`src/rtl/ex_div.sv`:
```
// Multi-cycle RV32M divide/remainder unit: radix-2 restoring divider, one quotient bit per clock.
// Sign/zero/overflow cases are resolved at launch; ctrl can flush the operation in flight.
module ex_div #(
  parameter int unsigned XLEN = 32
) (
  input  logic            clk,
  input  logic            rst_n,
  input  logic            start_i,
  input  logic            flush_i,
  input  logic [2:0]      func3_i,
  input  logic [XLEN-1:0] op1_i,
  input  logic [XLEN-1:0] op2_i,
  input  logic [4:0]      rd_addr_i,
  output logic            busy_o,
  output logic            ready_o,
  output logic [XLEN-1:0] result_o,
  output logic [4:0]      rd_addr_o
);

  localparam int unsigned CNT_W = $clog2(XLEN);
  localparam logic [CNT_W-1:0] CNT_LAST = CNT_W'(XLEN - 1);
  localparam logic [XLEN-1:0] INT_MIN = {1'b1, {(XLEN-1){1'b0}}};

  typedef enum logic [1:0] {IDLE, CALC, DONE} state_t;

  state_t            state_q, state_d;
  logic [XLEN-1:0]   rem_q, rem_d, quo_q, quo_d, dvs_q, dvs_d;
  logic [XLEN-1:0]   result_d;
  logic [CNT_W-1:0]  cnt_q, cnt_d;
  logic [4:0]        rd_d;
  logic              nq_q, nq_d, nr_q, nr_d, is_rem_q, is_rem_d;

  // Launch decode: func3[0]=1 selects unsigned, func3[1]=1 selects remainder
  logic            sgn_c, s1_c, s2_c;
  logic [XLEN-1:0] abs1_c, abs2_c;
  assign sgn_c  = ~func3_i[0];
  assign s1_c   = sgn_c & op1_i[XLEN-1];
  assign s2_c   = sgn_c & op2_i[XLEN-1];
  assign abs1_c = s1_c ? -op1_i : op1_i;
  assign abs2_c = s2_c ? -op2_i : op2_i;

  // One restoring step: shift {rem, quo} left, trial-subtract the divisor
  logic [XLEN:0]   rem_sh_c;
  logic [XLEN+1:0] trial_c;
  logic            borrow_c;
  logic [XLEN-1:0] q_step_c, r_step_c;
  assign rem_sh_c = {rem_q, quo_q[XLEN-1]};
  assign trial_c  = {1'b0, rem_sh_c} - {2'b00, dvs_q};
  assign borrow_c = trial_c[XLEN+1];
  assign q_step_c = {quo_q[XLEN-2:0], ~borrow_c};
  assign r_step_c = borrow_c ? rem_sh_c[XLEN-1:0] : trial_c[XLEN-1:0];

  // trial bit XLEN is always 0 on a non-borrow step; func3[2] is 1 for every divide op
  logic unused_c;
  assign unused_c = ^{trial_c[XLEN], func3_i[2]};

  always_comb begin
    state_d  = state_q;
    rem_d    = rem_q;
    quo_d    = quo_q;
    dvs_d    = dvs_q;
    cnt_d    = cnt_q;
    nq_d     = nq_q;
    nr_d     = nr_q;
    is_rem_d = is_rem_q;
    result_d = result_o;
    rd_d     = rd_addr_o;
    if (flush_i) begin
      state_d = IDLE;
    end else begin
      unique case (state_q)
        IDLE: begin
          if (start_i) begin
            rd_d     = rd_addr_i;
            is_rem_d = func3_i[1];
            if (op2_i == '0) begin
              result_d = func3_i[1] ? op1_i : '1;
              state_d  = DONE;
            end else if (sgn_c && op1_i == INT_MIN && op2_i == '1) begin
              result_d = func3_i[1] ? '0 : INT_MIN;
              state_d  = DONE;
            end else begin
              quo_d   = abs1_c;
              dvs_d   = abs2_c;
              rem_d   = '0;
              cnt_d   = '0;
              nq_d    = s1_c ^ s2_c;
              nr_d    = s1_c;
              state_d = CALC;
            end
          end
        end
        CALC: begin
          quo_d = q_step_c;
          rem_d = r_step_c;
          cnt_d = cnt_q + CNT_W'(1);
          if (cnt_q == CNT_LAST) begin
            if (is_rem_q) result_d = nr_q ? -r_step_c : r_step_c;
            else          result_d = nq_q ? -q_step_c : q_step_c;
            state_d = DONE;
          end
        end
        DONE:    state_d = IDLE;
        default: state_d = IDLE;
      endcase
    end
  end

  always_ff @(posedge clk or negedge rst_n) begin
    if (!rst_n) begin
      state_q   <= IDLE;
      busy_o    <= 1'b0;
      result_o  <= '0;
      rd_addr_o <= '0;
      rem_q     <= '0;
      quo_q     <= '0;
      dvs_q     <= '0;
      cnt_q     <= '0;
      nq_q      <= 1'b0;
      nr_q      <= 1'b0;
      is_rem_q  <= 1'b0;
    end else begin
      state_q   <= state_d;
      busy_o    <= (state_d == CALC);
      result_o  <= result_d;
      rd_addr_o <= rd_d;
      rem_q     <= rem_d;
      quo_q     <= quo_d;
      dvs_q     <= dvs_d;
      cnt_q     <= cnt_d;
      nq_q      <= nq_d;
      nr_q      <= nr_d;
      is_rem_q  <= is_rem_d;
    end
  end

  // A flush landing on DONE must kill that cycle's result strobe
  assign ready_o = (state_q == DONE) && !flush_i;

endmodule

```
`config.mk`:
```
export PLATFORM = sky130hd
export DESIGN_NAME = ex_div
export DESIGN_NICKNAME = d
export VERILOG_FILES = /design/src/rtl/ex_div.sv
export SDC_FILE = /design/constraint.sdc
export NUM_CORES = 1
export LEC_CHECK = 0
export ABC_AREA = 1
export BUFFER_PORTS_ARGS = -buffer_cell sky130_fd_sc_hd__buf_2
export CORE_ASPECT_RATIO = 1.75
export CORE_UTILIZATION = 65
export DETAILED_ROUTE_END_ITERATION = 10
export PLACE_DENSITY = 0.87
export SETUP_SLACK_MARGIN = 0.2
export SLEW_MARGIN = 20
export SYNTH_ARGS = -nofsm -noshare
export SYNTH_HDL_FRONTEND = slang
export SYNTH_SLANG_ARGS = --single-unit
```
`constraint.sdc`:
```
create_clock -name clk -period 7.3 [get_ports clk]
set_input_delay 0.73 -clock clk [delete_from_list [all_inputs] [get_ports clk]]
set_output_delay 0.73 -clock clk [all_outputs]
set_load 0.01 [all_outputs]
```
## After elaboration in Yosys (flattened, before gate mapping)

Index checks and enable logic that the tools add are counted.

- Add/sub/neg operators: 6
- Equal/unequal tests: 11
- Multiplexer cells: 31
- Bitwise gates (word level): 8
- Reductions and logical operators: 11

Operators with widths:

| cell | count |
|---|---|
| $mux 32 | 18 |
| $pmux 32 s2 | 3 |
| $neg 32->32 | 4 |
| $eq 32x32->1 const B | 2 |
| $sub 33x32->34 | 1 |
| $logic_not 32->1 | 1 |
| $mux 5 | 3 |
| $reduce_and 5->1 | 3 |
| $mux 2 | 5 |
| $pmux 5 s2 | 1 |
| $ne 2x2->1 const B | 4 |
| $add 5x1->5 const B | 1 |
| $eq 5x5->1 const B | 1 |
| $not 1->1 | 5 |
| $eq 2x1->1 const B | 2 |
| $pmux 2 s2 | 1 |
| $logic_and 1x1->1 | 3 |
| $ne 3x3->1 const B | 1 |
| $reduce_and 3->1 | 1 |
| $and 1x1->1 | 2 |
| $eq 2x2->1 const B | 1 |
| $logic_not 2->1 | 1 |
| $reduce_bool 2->1 | 1 |
| $logic_not 1->1 | 1 |
| $xor 1x1->1 | 1 |

- Register bits after elaboration: 144
- Bits of input ports: 76
- Output and inout port bits: 39

## Logic depth before layout (Yosys ltp)

Gate-level depths: netlist of run 1.

- Depth after elaboration: 9
- Depth in mapped cells: 29
- Mapped depth without buffers: 28

## Worst setup path after synthesis of run 1

OpenSTA, ideal clock, no wires.

- Path kind: register to register
- Start: reg rem_q[7]
- End: reg result_o[30]
- Library setup time: 0.077 ns
- Data arrival time: 3.465 ns
- Slack: 3.757 ns
- Cell stages (with the launch flop): 29
- Buffers on the path: 1
- Cells stage by stage: dfrtp_1 > ha_1 > nand2_2 > inv_2 > nand2_1 > nand2_1 > inv_2 > nand3_2 > nand2_2 > nand2_2 > nand2_4 > nand2_8 > buf_12 > inv_2 > ha_1 > nand2_1 > nor2_1 > nand3_1 > nor3_1 > nand2_1 > inv_1 > a41oi_1 > a21oi_1 > o21ai_0 > a21oi_1 > o21ai_0 > nand2_1 > nand2_1 > a21oi_1

- Cells in the longest elaborated chain, start to end: 7
- Elaborated cells between the ends (all ways): 10
- Classes of those cells: add/sub (3); mux (6); bitwise (1)

RTL lines:

| what | line | RTL |
|---|---|---|
| start, declared | 27 | `logic [XLEN-1:0] rem_q, rem_d, quo_q, quo_d, dvs_q, dvs_d;` |
| start signal, assigned | 127 | `rem_q <= rem_d;` |
| $sub 33x32->34 | 48 | `assign trial_c = {1'b0, rem_sh_c} - {2'b00, dvs_q};` |
| $mux 32 / $not 1->1 (equally long branches) | 51, 50 |  |
| $neg 32->32, on equally long branches | 98, 99 |  |
| $mux 32, on equally long branches | 98, 99 |  |
| $mux 32 (*) | 98 | `if (is_rem_q) result_d = nr_q ? -r_step_c : r_step_c;` |
| $mux 32 (*) | 97 | `if (cnt_q == CNT_LAST) begin` |
| $pmux 32 s2 (*) | 71 | `unique case (state_q)` |
| end signal, assigned | 125 | `result_o <= result_d;` |
| end, declared | 16 | `output logic [XLEN-1:0] result_o,` |

Mark *: on every way between the ends. The rest lies on a longest branch, timed or not. The select of a mux whose other input is x is not followed.
A chain may end at the register's enable or synchronous reset.

## Final worst setup path of run 1

- Start: reg dvs_q[28]
- End: reg result_o[30]

- Cells in the longest elaborated chain, start to end: 7
- Elaborated cells between the ends (all ways): 10
- Classes of those cells: add/sub (3); mux (6); bitwise (1)

RTL lines:

| what | line | RTL |
|---|---|---|
| start, declared | 27 |  |
| start signal, assigned | 129 | `dvs_q <= dvs_d;` |
| $sub 33x32->34 (*) | 48 |  |
| $mux 32 / $not 1->1 (equally long branches) | 51, 50 |  |
| $neg 32->32, on equally long branches | 98, 99 |  |
| $mux 32, on equally long branches | 98, 99 |  |
| $mux 32 (*) | 98 |  |
| $mux 32 (*) | 97 |  |
| $pmux 32 s2 (*) | 71 |  |

Marks and branches as above.

==> flow_summary.html, run 1 <==
<table>
<tr><th>Metric</th><th>Value</th></tr>
<tr><th colspan="2">Die</th></tr>
<tr><td>Top-level I/O count</td><td>between 100 and 150</td></tr>
<tr><td>Row cnt</td><td>67</td></tr>
<tr><td>Width of the die</td><td>about 110 µm</td></tr>
<tr><td>Initial standard-cell utilization of the core</td><td>0.666</td></tr>
<tr><td>Core Footprint</td><td>19,300 µm²</td></tr>
<tr><td>Die area</td><td>20,400 µm²</td></tr>
<tr><td>Chip height</td><td>188 µm</td></tr>
<tr><th colspan="2">Logic synthesis</th></tr>
<tr><td>Mapped Cells</td><td>2,085</td></tr>
<tr><td>Async set-or-reset flop fraction in the synthesized netlist</td><td>1.00</td></tr>
<tr><td>Yosys warning count</td><td>0</td></tr>
<tr><td>Synthesized area</td><td>12,800 µm²</td></tr>
<tr><td>Dominant combinational cell family by area after synthesis</td><td>simple AND/OR/NAND/NOR gates</td></tr>
<tr><td>Area share of xor/xnor cells in the synthesized design</td><td>0.0368</td></tr>
<tr><td>Number of register bits inferred by synthesis</td><td>around 140</td></tr>
<tr><td>Synthesized-area fraction occupied by ao, oa, aoi and oai cells</td><td>0.156</td></tr>
<tr><td>Synthesized-area fraction occupied by adder cells</td><td>0.0395</td></tr>
<tr><td>Number of flops mapped to enable cells by yosys</td><td>0</td></tr>
<tr><td>Proportion of synthesized chip area in sequential cells</td><td>0.281</td></tr>
<tr><td>Number of nets in the synthesized netlist</td><td>2,201</td></tr>
<tr><td>Simple-Gate Fraction of Synth Area</td><td>0.367</td></tr>
<tr><td>Multiplexer share of the synthesized area</td><td>0.00438</td></tr>
<tr><td>Syn avg cell area</td><td>a little over 6 µm²</td></tr>
<tr><td>Number of distinct standard cells referenced by the synthesized netlist</td><td>between 50 and 60</td></tr>
<tr><td>Most used DFF post-synth</td><td>dfrtp_1</td></tr>
<tr><th colspan="2">Setup path</th></tr>
<tr><td>Terminus of the critical flop-to-flop path</td><td>result_o[30]</td></tr>
<tr><td>Worst EP arrival</td><td>5290 ps</td></tr>
<tr><td>Endpoint required time on the critical path</td><td>about 7700 ps</td></tr>
<tr><td>Worst R2R Start</td><td>dvs_q[28]</td></tr>
<tr><td>Worst Reg2Reg Path Length in Cells</td><td>24</td></tr>
<tr><td>Setup slack of the most critical reg-to-reg path</td><td>2360 ps</td></tr>
<tr><td>Biggest fanout along the worst timing path</td><td>45</td></tr>
<tr><td>Setup CP Type</td><td>register to register</td></tr>
<tr><td>Category of the worst setup path capture point</td><td>register</td></tr>
<tr><td>Type of element launching the critical path</td><td>register</td></tr>
<tr><th colspan="2">STA</th></tr>
<tr><td>Maximum clock rate</td><td>0.202 GHz</td></tr>
<tr><td>Final cycle utilization of the critical path</td><td>0.677</td></tr>
<tr><td># setup viols final</td><td>0</td></tr>
<tr><td>Min Tclk post-route</td><td>4940 ps</td></tr>
<tr><td>Final setup skew</td><td>~9.5 ps</td></tr>
<tr><td>Actual transition at the worst max-transition pin</td><td>between 1000 and 1500 ps</td></tr>
<tr><td>Worst slew margin relative to its limit</td><td>0.298</td></tr>
<tr><td>Max Slew Vio Count</td><td>0</td></tr>
<tr><td>Smallest hold slack</td><td>269 ps</td></tr>
<tr><td>Final number of hold-violating endpoints</td><td>0</td></tr>
<tr><td>Summed negative setup slack over all endpoints</td><td>0 ps</td></tr>
<tr><td>RSZ-0062 raised after global routing</td><td>no</td></tr>
<tr><th colspan="2">Pwr</th></tr>
<tr><td>PwrDens</td><td>roughly 530 nW/µm²</td></tr>
<tr><td>Static leakage</td><td>0.00735 µW</td></tr>
<tr><td>Switching share of power</td><td>0.566</td></tr>
<tr><td>Combinational Power Share</td><td>0.686</td></tr>
<tr><td>Clk network pwr share</td><td>0.126</td></tr>
<tr><td>Worst vdd ir</td><td>0.282 mV</td></tr>
<tr><td>Cell internal pwr</td><td>between 3000 and 4000 µW</td></tr>
<tr><td>Switching power summed over all nets</td><td>4240 µW</td></tr>
<tr><td>Reg power frac</td><td>0.188</td></tr>
<tr><th colspan="2">Drt</th></tr>
<tr><td>Detailed-route vias per instance</td><td>about 5.9</td></tr>
<tr><td>Routed vias</td><td>14,100</td></tr>
<tr><td>Total Wirelength</td><td>42,700 µm</td></tr>
<tr><td>Drt drc</td><td>0</td></tr>
<tr><td>First-pass iteration count of the detailed router</td><td>6</td></tr>
<tr><td>Number of nets with antenna violations after routing</td><td>0</td></tr>
<tr><td>Detailed Route Iter0 Violations</td><td>about 1,200</td></tr>
<tr><td>Drt wl/cell</td><td>approximately 18 µm</td></tr>
<tr><th colspan="2">Finish</th></tr>
<tr><td>Most common cell after layout, fill and taps aside</td><td>nand2_1</td></tr>
<tr><td>Final-layout fill cell count</td><td>1,710</td></tr>
<tr><td>Most frequent cells in the layout</td><td>nand2_1, inv_1, nor2_1</td></tr>
<tr><td>Final antenna diode count</td><td>0</td></tr>
<tr><td>Final #Nets</td><td>~2,300</td></tr>
<tr><td>Share of layout cells above drive strength 1</td><td>0.109</td></tr>
<tr><td>Area added between synthesis and finish</td><td>10.1%</td></tr>
<tr><th colspan="2">Global route</th></tr>
<tr><td>Initial antenna violation count</td><td>0</td></tr>
<tr><td>Overall global routing resource usage</td><td>0.432</td></tr>
<tr><td>Pin count of the biggest net entering global routing</td><td>between 80 and 90</td></tr>
<tr><td>Global-route wire length before repair</td><td>between 60,000 and 70,000 µm</td></tr>
<tr><td>Via count of the first global-routing pass</td><td>~13,000</td></tr>
<tr><td>Total congestion overflow after global routing</td><td>0</td></tr>
<tr><th colspan="2">Placement</th></tr>
<tr><td>Number of port buffers</td><td>113</td></tr>
<tr><td>GPL Wtd Cong</td><td>0.973</td></tr>
<tr><td>Placed wire-length estimate after detailed placement</td><td>32,400 µm</td></tr>
<tr><th colspan="2">Clock network</th></tr>
<tr><td>Buffer cell driving the clock tree root</td><td>clkbuf_16</td></tr>
<tr><td>Sinks on the clock net</td><td>144</td></tr>
<tr><td>Number of buffers added to fix hold violations after cts</td><td>0</td></tr>
<tr><td>Clk Latency, worst-skew pair</td><td>around 430 ps</td></tr>
<tr><td>Clock edge transition at the registers on the reported setup and hold paths</td><td>about 60 ps</td></tr>
<tr><td>Number of H-tree levels</td><td>4</td></tr>
<tr><td>Number of buffers on the longest clock path</td><td>2</td></tr>
<tr><td>Resized Gates After CTS</td><td>0</td></tr>
<tr><td>Number of setup buffers added after CTS</td><td>0</td></tr>
<tr><td>Cts bufs inserted</td><td>17</td></tr>
<tr><td>CTS tree</td><td>yes</td></tr>
<tr><th colspan="2">Job</th></tr>
<tr><td>Max Cap Violations</td><td>0</td></tr>
<tr><th colspan="2">Run status</th></tr>
<tr><td>Status</td><td>finished, final reports clean</td></tr>
<tr><th colspan="2">Worst hold path</th></tr>
<tr><td>Worst min path class</td><td>input pin to async pin</td></tr>
</table>
-- logic make-up (layout without fill, tap and decap cells) --
| kind of cell | Yosys count | count (layout) |
|---|---|---|
| compound gates | 365 | 365 |
| xor+xnor | 54 | 54 |
| fa+ha+maj | 40 | 40 |
| buf+inv | 381 | 468 |
| flops | 144 | 144 |
| mux | 5 | 5 |
| simple gates | 1096 | 1096 |
-- power by group through the flow --
stage          Clock, µW  Combinational [µW]  Sequential, µW
2_1_floorplan          0                3670            1380
3_5_place_dp           0                4930            1410
3_3_place_gp           0                4840            1400
4_1_cts              943                4970            1400
5_1_grt              975                5670            1440
6_report             943                5130            1410
-- critical path: stages (launching register included) --
cell	delay (ps)
dfrtp_1	380
inv_1	220
ha_1	320
inv_1	90
o21bai_1	100
a21oi_1	280
o21ai_2	140
nor2_8	340
nand2_8	260
inv_2	270
ha_1	270
nand2_1	100
nor2_1	150
nand3_1	150
nor3_1	340
nand2_1	130
inv_1	120
a41oi_1	170
a21oi_1	280
o21ai_0	160
a21oi_1	150
o21ai_0	100
nand2_1	110
nand2_1	60
a21oi_1	160
-- worst max-delay path by stage --
stage                     startpoint  depth (start not counted)            to
after floorplan             rem_q[7]                         28  result_o[30]
final                      dvs_q[28]                         24  result_o[30]
after global placement      op1_i[1]                         17     dvs_q[29]
after CTS                  dvs_q[28]                         24  result_o[30]
after detailed placement    op1_i[0]                         17      dvs_q[2]
after global routing       dvs_q[22]                         26  result_o[30]
-- flip-flops by register name, summed over array words and instances, names as in the netlist, 2 cells and up --
signal,cells
quo_q,32
dvs_q,32
cnt_q,5
state_q,2
rd_addr_o,5
result_o,32
rem_q,32
-- synth_stat cells (4+ instances only) --
master	number	area share
clkbuf_1	44	0.013
a21oi_1	104	0.041
and2_1	6	0.0029
o21ai_2	5	0.0034
buf_2	14	0.0055
o22ai_1	26	0.013
buf_1	5	0.0015
nand2_4	4	0.0035
xor2_1	39	0.027
nor2_2	9	0.0044
inv_2	16	0.0047
nor3_1	40	0.016
inv_1	293	0.086
nand3_2	5	0.0039
dfrtp_1	144	0.28
nand2_1	595	0.17
xnor2_1	15	0.010
ha_1	39	0.038
a31oi_1	8	0.0039
nand4_1	31	0.015
mux2_2	5	0.0044
clkinv_1	4	0.0012
o21ai_0	171	0.067
nor2_1	220	0.064
o211ai_1	6	0.0035
o221ai_1	4	0.0027
nand2_2	19	0.0093
nor4_1	7	0.0034
o21bai_1	4	0.0023
o21ai_1	19	0.0074
nand3_1	141	0.055
o31ai_1	5	0.0029
-- area by class of cell --
cell class	count	area, µm²	area share
Tap cell	241	302	0.0213
Timing Repair Buffer	123	659	0.0466
Multi-Input combinational cell	1560	7770	0.550
Sequential cell	144	3600	0.255
Clock inverter	12	171	0.0121
Inverter	313	1170	0.0831
Clock buffer	20	457	0.0323
-- through the flow --
step,power [µW],instance area [µm²],instances,setup slack (ps),util
finish,7490,14100,2413,2360,0.733
global route,8090,14100,2413,1950,0.733
CTS,7310,14100,2412,2430,0.732
detailed placement,6340,13500,2380,2090,0.700
global placement,6240,13500,2380,2200,0.700
floorplan,5040,12800,2085,3760,-
-- metal layers --
metal	up-vias	share of wire	track usage	routed length, µm
met5	-	0	0	0
met1	6416	0.35	0.470	14900
met3	199	0.065	0.0692	2780
met2	661	0.49	0.724	21000
met4	0	0.094	0.358	4000
li1	6851	-	-	-
No activity file was read; power rests on OpenSTA's default activity.
==> run 2, diff against run 1 <==
--- a/config.mk
+++ b/config.mk
@@ -5,12 +5,12 @@
 export SDC_FILE = /design/constraint.sdc
 export NUM_CORES = 1
 export LEC_CHECK = 0
-export ABC_AREA = 1
+export ABC_AREA = 0
 export BUFFER_PORTS_ARGS = -buffer_cell sky130_fd_sc_hd__buf_2
 export CORE_ASPECT_RATIO = 1.75
-export CORE_UTILIZATION = 65
+export CORE_UTILIZATION = 55
 export DETAILED_ROUTE_END_ITERATION = 10
-export PLACE_DENSITY = 0.87
+export PLACE_DENSITY = 0.79
 export SETUP_SLACK_MARGIN = 0.2
 export SLEW_MARGIN = 20
 export SYNTH_ARGS = -nofsm -noshare
==> constraint.sdc (replaced) <==
create_clock -name clk -period 4.1 [get_ports clk]
set_input_delay 0.41 -clock clk [delete_from_list [all_inputs] [get_ports clk]]
set_output_delay 0.41 -clock clk [all_outputs]
set_load 0.01 [all_outputs]
==> run 2 against run 1 <==
Compared with the run above: the flow now finishes with violations (negative setup slack); combinational power is 54% lower; critical path depth decreased by 3; sequential power grew 26%; via count decreased by 1.3%.
==> flow_summary.html, run 2 <==
<table>
<tr><th>Metric</th><th>Value</th></tr>
<tr><th colspan="2">Pwr</th></tr>
<tr><td>Combinational Power Share</td><td>0.408</td></tr>
<tr><td>Cell internal pwr</td><td>between 3000 and 4000 µW</td></tr>
<tr><td>Static leakage</td><td>0.00717 µW</td></tr>
<tr><td>Reg power frac</td><td>0.308</td></tr>
<tr><td>PwrDens</td><td>362 nW/µm²</td></tr>
<tr><td>Worst vdd ir</td><td>0.362 mV</td></tr>
<tr><td>Switching share of power</td><td>0.395</td></tr>
<tr><td>Clk network pwr share</td><td>0.284</td></tr>
<tr><td>Switching power summed over all nets</td><td>2280 µW</td></tr>
<tr><th colspan="2">STA</th></tr>
<tr><td>Final cycle utilization of the critical path</td><td>1.12</td></tr>
<tr><td>Smallest hold slack</td><td>40.8 ps</td></tr>
<tr><td>Final setup skew</td><td>8.15 ps</td></tr>
<tr><td>Actual transition at the worst max-transition pin</td><td>983 ps</td></tr>
<tr><td>Min Tclk post-route</td><td>4580 ps</td></tr>
<tr><td>Maximum clock rate</td><td>approximately 0.22 GHz</td></tr>
<tr><td>Post-route worst setup slack</td><td>-483 ps</td></tr>
<tr><td># setup viols final</td><td>14</td></tr>
<tr><td>Worst slew margin relative to its limit</td><td>0.335</td></tr>
<tr><td>Summed negative setup slack over all endpoints</td><td>-4130 ps</td></tr>
<tr><td>RSZ-0062 raised after global routing</td><td>yes</td></tr>
<tr><td>Final number of hold-violating endpoints</td><td>0</td></tr>
<tr><td>Max Slew Vio Count</td><td>0</td></tr>
<tr><th colspan="2">Die</th></tr>
<tr><td>Row cnt</td><td>72</td></tr>
<tr><td>Chip height</td><td>200 µm</td></tr>
<tr><td>Die area</td><td>between 20,000 and 25,000 µm²</td></tr>
<tr><td>Initial standard-cell utilization of the core</td><td>0.558</td></tr>
<tr><td>Core Footprint</td><td>22,100 µm²</td></tr>
<tr><td>Width of the die</td><td>115 µm</td></tr>
<tr><td>Top-level I/O count</td><td>about 120</td></tr>
<tr><th colspan="2">Drt</th></tr>
<tr><td>Routed vias</td><td>13,900</td></tr>
<tr><td>Drt drc</td><td>0</td></tr>
<tr><td>Detailed Route Iter0 Violations</td><td>about 1,200</td></tr>
<tr><td>First-pass iteration count of the detailed router</td><td>7</td></tr>
<tr><td>Drt wl/cell</td><td>21.0 µm</td></tr>
<tr><td>Number of nets with antenna violations after routing</td><td>0</td></tr>
<tr><td>Detailed-route vias per instance</td><td>about 6.4</td></tr>
<tr><td>Total Wirelength</td><td>between 40,000 and 50,000 µm</td></tr>
<tr><th colspan="2">Clock network</th></tr>
<tr><td>Number of buffers on the longest clock path</td><td>2</td></tr>
<tr><td>Clk Latency, worst-skew pair</td><td>460 ps</td></tr>
<tr><td>Number of buffers added to fix hold violations after cts</td><td>0</td></tr>
<tr><td>Number of H-tree levels</td><td>4</td></tr>
<tr><td>Cts bufs inserted</td><td>17</td></tr>
<tr><td>CTS tree</td><td>yes</td></tr>
<tr><td>Buffer cell driving the clock tree root</td><td>clkbuf_16</td></tr>
<tr><td>Clock edge transition at the registers on the reported setup and hold paths</td><td>approximately 70 ps</td></tr>
<tr><td>Sinks on the clock net</td><td>144</td></tr>
<tr><th colspan="2">Global route</th></tr>
<tr><td>Initial antenna violation count</td><td>0</td></tr>
<tr><td>Total congestion overflow after global routing</td><td>0</td></tr>
<tr><td>Global-route wire length before repair</td><td>between 70,000 and 80,000 µm</td></tr>
<tr><td>Overall global routing resource usage</td><td>0.404</td></tr>
<tr><td>Pin count of the biggest net entering global routing</td><td>99</td></tr>
<tr><td>Via count of the first global-routing pass</td><td>13,500</td></tr>
<tr><th colspan="2">Placement</th></tr>
<tr><td>Placed insts</td><td>2,111</td></tr>
<tr><td>Number of port buffers</td><td>113</td></tr>
<tr><td>GPL Wtd Cong</td><td>0.953</td></tr>
<tr><td>Placed wire-length estimate after detailed placement</td><td>33,600 µm</td></tr>
<tr><td>Post-DP Area</td><td>14,400 µm²</td></tr>
<tr><th colspan="2">Setup path</th></tr>
<tr><td>Category of the worst setup path capture point</td><td>register</td></tr>
<tr><td>Endpoint required time on the critical path</td><td>4480 ps</td></tr>
<tr><td>Setup slack of the most critical reg-to-reg path</td><td>-480 ps</td></tr>
<tr><td>Setup CP Type</td><td>register to register</td></tr>
<tr><td>Worst EP arrival</td><td>4960 ps</td></tr>
<tr><td>Biggest fanout along the worst timing path</td><td>4</td></tr>
<tr><td>Type of element launching the critical path</td><td>register</td></tr>
<tr><th colspan="2">Finish</th></tr>
<tr><td>Share of layout cells above drive strength 1</td><td>0.270</td></tr>
<tr><td>Final #Nets</td><td>roughly 2,000</td></tr>
<tr><td>Utilization after layout</td><td>0.724</td></tr>
<tr><td>Most common cell after layout, fill and taps aside</td><td>buf_4</td></tr>
<tr><td>Number of cells in the finished layout apart from fillers</td><td>between 2,000 and 2,500</td></tr>
<tr><td>Most frequent cells in the layout</td><td>buf_4, nand2_1, o21ai_0</td></tr>
<tr><td>Final-layout fill cell count</td><td>1,696</td></tr>
<tr><td>Final antenna diode count</td><td>0</td></tr>
<tr><td>Area added between synthesis and finish</td><td>29.8%</td></tr>
<tr><td>Finished Cell Area</td><td>16,000 µm²</td></tr>
<tr><th colspan="2">Logic synthesis</th></tr>
<tr><td>Async set-or-reset flop fraction in the synthesized netlist</td><td>1.00</td></tr>
<tr><td>Number of register bits inferred by synthesis</td><td>144</td></tr>
<tr><td>Yosys warning count</td><td>0</td></tr>
<tr><td>Most used DFF post-synth</td><td>dfrtp_1</td></tr>
<tr><td>Post-synthesis cell type with the largest combined area</td><td>dfrtp_1</td></tr>
<tr><td>Synthesized area</td><td>12,300 µm²</td></tr>
<tr><td>Syn avg cell area</td><td>7.68 µm²</td></tr>
<tr><td>Mapped Cells</td><td>1,604</td></tr>
<tr><td>Largest cells by area after synthesis</td><td>dfrtp_1, o21ai_0, nand2_1</td></tr>
<tr><td>Proportion of synthesized chip area in sequential cells</td><td>0.293</td></tr>
<tr><td>Number of distinct standard cells referenced by the synthesized netlist</td><td>93</td></tr>
<tr><td>Number of flops mapped to enable cells by yosys</td><td>0</td></tr>
<tr><td>Area share of the largest cell type after synthesis</td><td>0.293</td></tr>
<tr><td>Number of nets in the synthesized netlist</td><td>1,720</td></tr>
<tr><td>Top cell types by occurrence after synthesis</td><td>nand2_1, o21ai_0, nor2_1</td></tr>
<tr><td>Most common cell in the netlist</td><td>nand2_1</td></tr>
<tr><th colspan="2">Job</th></tr>
<tr><td>Max Cap Violations</td><td>0</td></tr>
<tr><th colspan="2">Run status</th></tr>
<tr><td>Status</td><td>finished, violations left</td></tr>
<tr><td>Failing checks</td><td>negative setup slack</td></tr>
<tr><th colspan="2">Worst hold path</th></tr>
<tr><td>Worst min path class</td><td>input pin to async pin</td></tr>
</table>
-- run 2: through the flow --
stage	worst slack, ps	power, µW
after floorplan	-697	3010
after global placement	-318	3730
after detailed placement	-481	3780
after CTS	-285	5560
after global routing	-586	6030
final	-483	5780
-- run 2: worst max-delay path, stage by stage, from the launching register on --
cell,delay (ps)
dfrtp_1,380
inv_1,110
ha_1,270
nand2_1,110
nor2_1,70
a211o_1,350
a2111oi_4,490
nand2_2,170
nor2_2,130
a21oi_2,50
inv_1,80
ha_2,200
nand3b_1,110
or2_1,270
or3_1,360
nor3_2,150
a41oi_2,90
and2_4,240
buf_6,110
or3_1,310
a311o_1,280
a31oi_1,160
-- run 2: area by class of cell --
cell class,count,area (µm²),share of cell area
inverters,69,272,0.0170
clock buffers,17,425,0.0266
repair buffers,350,2550,0.160
well taps,296,370,0.0232
flip-flops and latches,144,3610,0.226
multi-input cells,1299,8590,0.537
clock inverters,15,171,0.0107
-- run 2: path summary, 6_finish.rpt --
path / startpoint / end / depth (start not counted)
worst max-delay path: dvs_q[21] / result_o[16] / 21
worst min-delay path: rst_n / rem_q[7] / 1
worst min register to register: rd_addr_o[4] / rd_addr_o[4] / 2
max in group asynchronous: rst_n / result_o[19] / 2
worst max register to register: dvs_q[21] / result_o[16] / 21
min in group clk: rd_addr_i[3] / rd_addr_o[3] / 3
-- run 2: power by group through the flow --
stage	sequential, µW	combinational, µW	clock [µW]
floorplan	1730	1280	0
global placement	1780	1950	0
detailed placement	1790	1990	0
CTS	1770	2150	1640
global route	1800	2530	1700
finish	1780	2360	1640
-- run 2: cell families (layout without fill, tap and decap cells) --
logic type               after synthesis  after routing  share of synthesized area
multiplexers                          28             28                     0.0232
buffers and inverters                161            451                     0.0540
adder cells (fa/ha/maj)               40             40                     0.0413
XOR/XNOR                             126            126                     0.0896
AO/OA/AOI/OAI                        539            539                      0.282
flip-flops                           144            144                      0.293
AND/OR/NAND/NOR                      566            566                      0.217
-- run 2: layer usage --
metal / share of wire / GRT usage
met4: 0.094 / 0.344
met5: 0 / 0
met1: 0.34 / 0.435
met2: 0.50 / 0.685
met3: 0.063 / 0.0673
-- run 2: repair_timing --
action	4_1_cts	5_1_grt
cloned	0	0
resized for setup	76	68
endpoints found under the setup margin	21	26
pin swaps	37	38
buffers inserted	35	12
==> run 3, diff against run 2 <==
--- a/config.mk
+++ b/config.mk
@@ -6,11 +6,11 @@
 export NUM_CORES = 1
 export LEC_CHECK = 0
 export ABC_AREA = 0
-export BUFFER_PORTS_ARGS = -buffer_cell sky130_fd_sc_hd__buf_2
 export CORE_ASPECT_RATIO = 1.75
-export CORE_UTILIZATION = 55
+export CORE_UTILIZATION = 25
 export DETAILED_ROUTE_END_ITERATION = 10
-export PLACE_DENSITY = 0.79
+export DONT_BUFFER_PORTS = 1
+export PLACE_DENSITY = 0.41
 export SETUP_SLACK_MARGIN = 0.2
 export SLEW_MARGIN = 20
 export SYNTH_ARGS = -nofsm -noshare
==> run 3 against run 2 <==
Compared with the run above: core utilization fell by 38 points; sequential share of layout area decreased by 0.75 points; the flow still finishes with violations (negative setup slack); power is 1.0% higher; clock-buffer cell count up 4; global-route usage decreased by 18 points; clock power hardly changed; non-clock buffer count is 55 lower.
==> flow_summary.html, run 3 (same netlist as run 2, synthesis figures left out) <==
<table>
<tr><th>Metric</th><th>Value</th></tr>
<tr><th colspan="2">Run status</th></tr>
<tr><td>Status</td><td>finished, violations left</td></tr>
<tr><td>Failing checks</td><td>negative setup slack</td></tr>
<tr><th colspan="2">Pwr</th></tr>
<tr><td>PwrDens</td><td>353 nW/µm²</td></tr>
<tr><td>Clk network pwr share</td><td>0.276</td></tr>
<tr><td>Static leakage</td><td>0.00701 µW</td></tr>
<tr><td>Cell internal pwr</td><td>between 3000 and 4000 µW</td></tr>
<tr><td>Switching power summed over all nets</td><td>2250 µW</td></tr>
<tr><td>Switching share of power</td><td>0.386</td></tr>
<tr><td>Reg power frac</td><td>0.303</td></tr>
<tr><td>Worst vdd ir</td><td>0.313 mV</td></tr>
<tr><td>Combinational Power Share</td><td>0.422</td></tr>
<tr><th colspan="2">Placement</th></tr>
<tr><td>Number of port buffers</td><td>0</td></tr>
<tr><td>GPL Wtd Cong</td><td>between 0.8 and 0.9</td></tr>
<tr><td>Placed wire-length estimate after detailed placement</td><td>44,800 µm</td></tr>
<tr><th colspan="2">STA</th></tr>
<tr><td># setup viols final</td><td>10</td></tr>
<tr><td>Smallest hold slack</td><td>54.9 ps</td></tr>
<tr><td>Maximum clock rate</td><td>0.226 GHz</td></tr>
<tr><td>Post-route worst setup slack</td><td>-324 ps</td></tr>
<tr><td>Summed negative setup slack over all endpoints</td><td>-2280 ps</td></tr>
<tr><td>Worst slew margin relative to its limit</td><td>0.314</td></tr>
<tr><td>Final setup skew</td><td>roughly 15 ps</td></tr>
<tr><td>Final cycle utilization of the critical path</td><td>1.08</td></tr>
<tr><td>Max Slew Vio Count</td><td>0</td></tr>
<tr><td>Min Tclk post-route</td><td>4420 ps</td></tr>
<tr><td>Actual transition at the worst max-transition pin</td><td>a little over 1000 ps</td></tr>
<tr><td>RSZ-0062 raised after global routing</td><td>yes</td></tr>
<tr><td>Final number of hold-violating endpoints</td><td>0</td></tr>
<tr><th colspan="2">Global route</th></tr>
<tr><td>Via count of the first global-routing pass</td><td>roughly 13,000</td></tr>
<tr><td>Initial antenna violation count</td><td>0</td></tr>
<tr><td>Global-route wire length before repair</td><td>83,100 µm</td></tr>
<tr><td>Total congestion overflow after global routing</td><td>0</td></tr>
<tr><td>Overall global routing resource usage</td><td>0.226</td></tr>
<tr><td>Pin count of the biggest net entering global routing</td><td>between 100 and 150</td></tr>
<tr><th colspan="2">Clock network</th></tr>
<tr><td>Cts bufs inserted</td><td>17</td></tr>
<tr><td>Clock edge transition at the registers on the reported setup and hold paths</td><td>70 ps</td></tr>
<tr><td>Sinks on the clock net</td><td>144</td></tr>
<tr><td>Clk Latency, worst-skew pair</td><td>460 ps</td></tr>
<tr><td>Number of buffers on the longest clock path</td><td>2</td></tr>
<tr><td>Number of H-tree levels</td><td>4</td></tr>
<tr><td>CTS tree</td><td>yes</td></tr>
<tr><td>Buffer cell driving the clock tree root</td><td>clkbuf_16</td></tr>
<tr><th colspan="2">Setup path</th></tr>
<tr><td>Type of element launching the critical path</td><td>register</td></tr>
<tr><td>Category of the worst setup path capture point</td><td>register</td></tr>
<tr><td>Worst EP arrival</td><td>roughly 4800 ps</td></tr>
<tr><td>Setup CP Type</td><td>register to register</td></tr>
<tr><td>Endpoint required time on the critical path</td><td>4430 ps</td></tr>
<tr><td>Biggest fanout along the worst timing path</td><td>4</td></tr>
<tr><th colspan="2">Drt</th></tr>
<tr><td>Drt wl/cell</td><td>22.4 µm</td></tr>
<tr><td>Number of nets with antenna violations after routing</td><td>0</td></tr>
<tr><td>Routed vias</td><td>~13,000</td></tr>
<tr><td>Drt drc</td><td>0</td></tr>
<tr><td>Detailed Route Iter0 Violations</td><td>619</td></tr>
<tr><td>Detailed-route vias per instance</td><td>5.19</td></tr>
<tr><td>First-pass iteration count of the detailed router</td><td>5</td></tr>
<tr><td>Total Wirelength</td><td>55,900 µm</td></tr>
<tr><th colspan="2">Die</th></tr>
<tr><td>Top-level I/O count</td><td>115</td></tr>
<tr><td>Width of the die</td><td>170 µm</td></tr>
<tr><td>Initial standard-cell utilization of the core</td><td>0.253</td></tr>
<tr><td>Die area</td><td>50,200 µm²</td></tr>
<tr><td>Row cnt</td><td>about 110</td></tr>
<tr><td>Chip height</td><td>296 µm</td></tr>
<tr><td>Core Footprint</td><td>48,600 µm²</td></tr>
<tr><th colspan="2">Finish</th></tr>
<tr><td>Area added between synthesis and finish</td><td>34.3%</td></tr>
<tr><td>Utilization after layout</td><td>0.340</td></tr>
<tr><td>Most common cell after layout, fill and taps aside</td><td>buf_4</td></tr>
<tr><td>Share of layout cells above drive strength 1</td><td>0.258</td></tr>
<tr><td>Final #Nets</td><td>1,942</td></tr>
<tr><td>Final-layout fill cell count</td><td>5,107</td></tr>
<tr><td>Most frequent cells in the layout</td><td>buf_4, nand2_1, o21ai_0</td></tr>
<tr><td>Final antenna diode count</td><td>0</td></tr>
<tr><th colspan="2">Worst hold path</th></tr>
<tr><td>Worst min path class</td><td>input pin to register</td></tr>
<tr><th colspan="2">Job</th></tr>
<tr><td>Max Cap Violations</td><td>0</td></tr>
</table>
-- run 3: cell types whose count changed in the layout (fill, tap and decap cells not counted), moves of 5 or more --
| cell | previous run | this run |
|---|---|---|
| buf_2 | 112 | 1 |
| buf_4 | 199 | 264 |
| buf_6 | 33 | 13 |
| buf_12 | 4 | 13 |
| inv_6 | 6 | 1 |
-- run 3: final timing paths --
kind                              startpoint            to  slack [ps]  depth (start not counted)
worst max register to register     rem_q[17]  result_o[30]        -320                         20
max in group asynchronous              rst_n      is_rem_q        2810                          2
worst min register to register      cnt_q[4]      cnt_q[4]         520                          1
worst min-delay path            rd_addr_i[1]  rd_addr_o[1]          50                          2
min in group asynchronous              rst_n     quo_q[27]         610                          2
worst max-delay path               rem_q[17]  result_o[30]        -320                         20
-- run 3: what timing repair did --
action	in CTS	in global routing
pin swaps	41	30
cloned	0	1
setup endpoints to repair	25	23
buffers inserted	14	9
resized for setup	69	84
endpoints found under the hold margin	144	0
hold buffers	2	0
-- run 3: power groups by stage --
stage / Sequential (µW) / Combinational (µW) / Clock, µW
global placement: 1780 / 2150 / 0
global route: 1790 / 2670 / 1680
CTS: 1760 / 2340 / 1640
floorplan: 1730 / 1280 / 0
finish: 1770 / 2460 / 1610
detailed placement: 1790 / 2160 / 0
-- run 3: per-layer routing --
metal  wire, µm  part of all wire  up-vias  GRT usage
li1           -                 -     6242          -
met1      19100              0.34     6278      0.213
met2      31100              0.56      302      0.443
met3       1470             0.026      109     0.0257
met4       4230             0.076        0      0.161
met5          0                 0        -          0
-- run 3: stage by stage --
stage | power [µW] | setup slack (ps) | instances | area (µm²)
after floorplan | 3010 | -697 | 1604 | 12400
after global placement | 3930 | -466 | 2434 | 15000
after detailed placement | 3950 | -506 | 2435 | 15000
after CTS | 5750 | -397 | 2482 | 16000
after global routing | 6140 | -505 | 2492 | 16500
final | 5830 | -324 | 2492 | 16500
-- run 3: critical path, stage by stage (launching register included) --
cell	delay [ps]
dfrtp_1	410
ha_4	260
a21oi_4	150
o21ai_2	100
a211o_1	310
a2111oi_4	510
nand2_2	180
nor2_2	130
a21oi_2	50
inv_2	70
ha_4	130
nand3b_1	80
or2_1	240
or3_1	320
nor3_2	140
a41oi_2	90
and2_4	230
or3_1	370
o31ai_2	220
xnor2_1	170
o211ai_2	90
-- run 3: area by class of cell --
| cell class | instances | area (µm²) | share of cell area |
|---|---|---|---|
| sequential | 144 | 3610 | 0.218 |
| inverter | 69 | 264 | 0.0160 |
| timing repair buffer | 295 | 2480 | 0.150 |
| clock buffer | 21 | 460 | 0.0278 |
| multi-input combinational | 1299 | 8790 | 0.532 |
| clock inverter | 10 | 113 | 0.00681 |
| tap | 654 | 818 | 0.0495 |
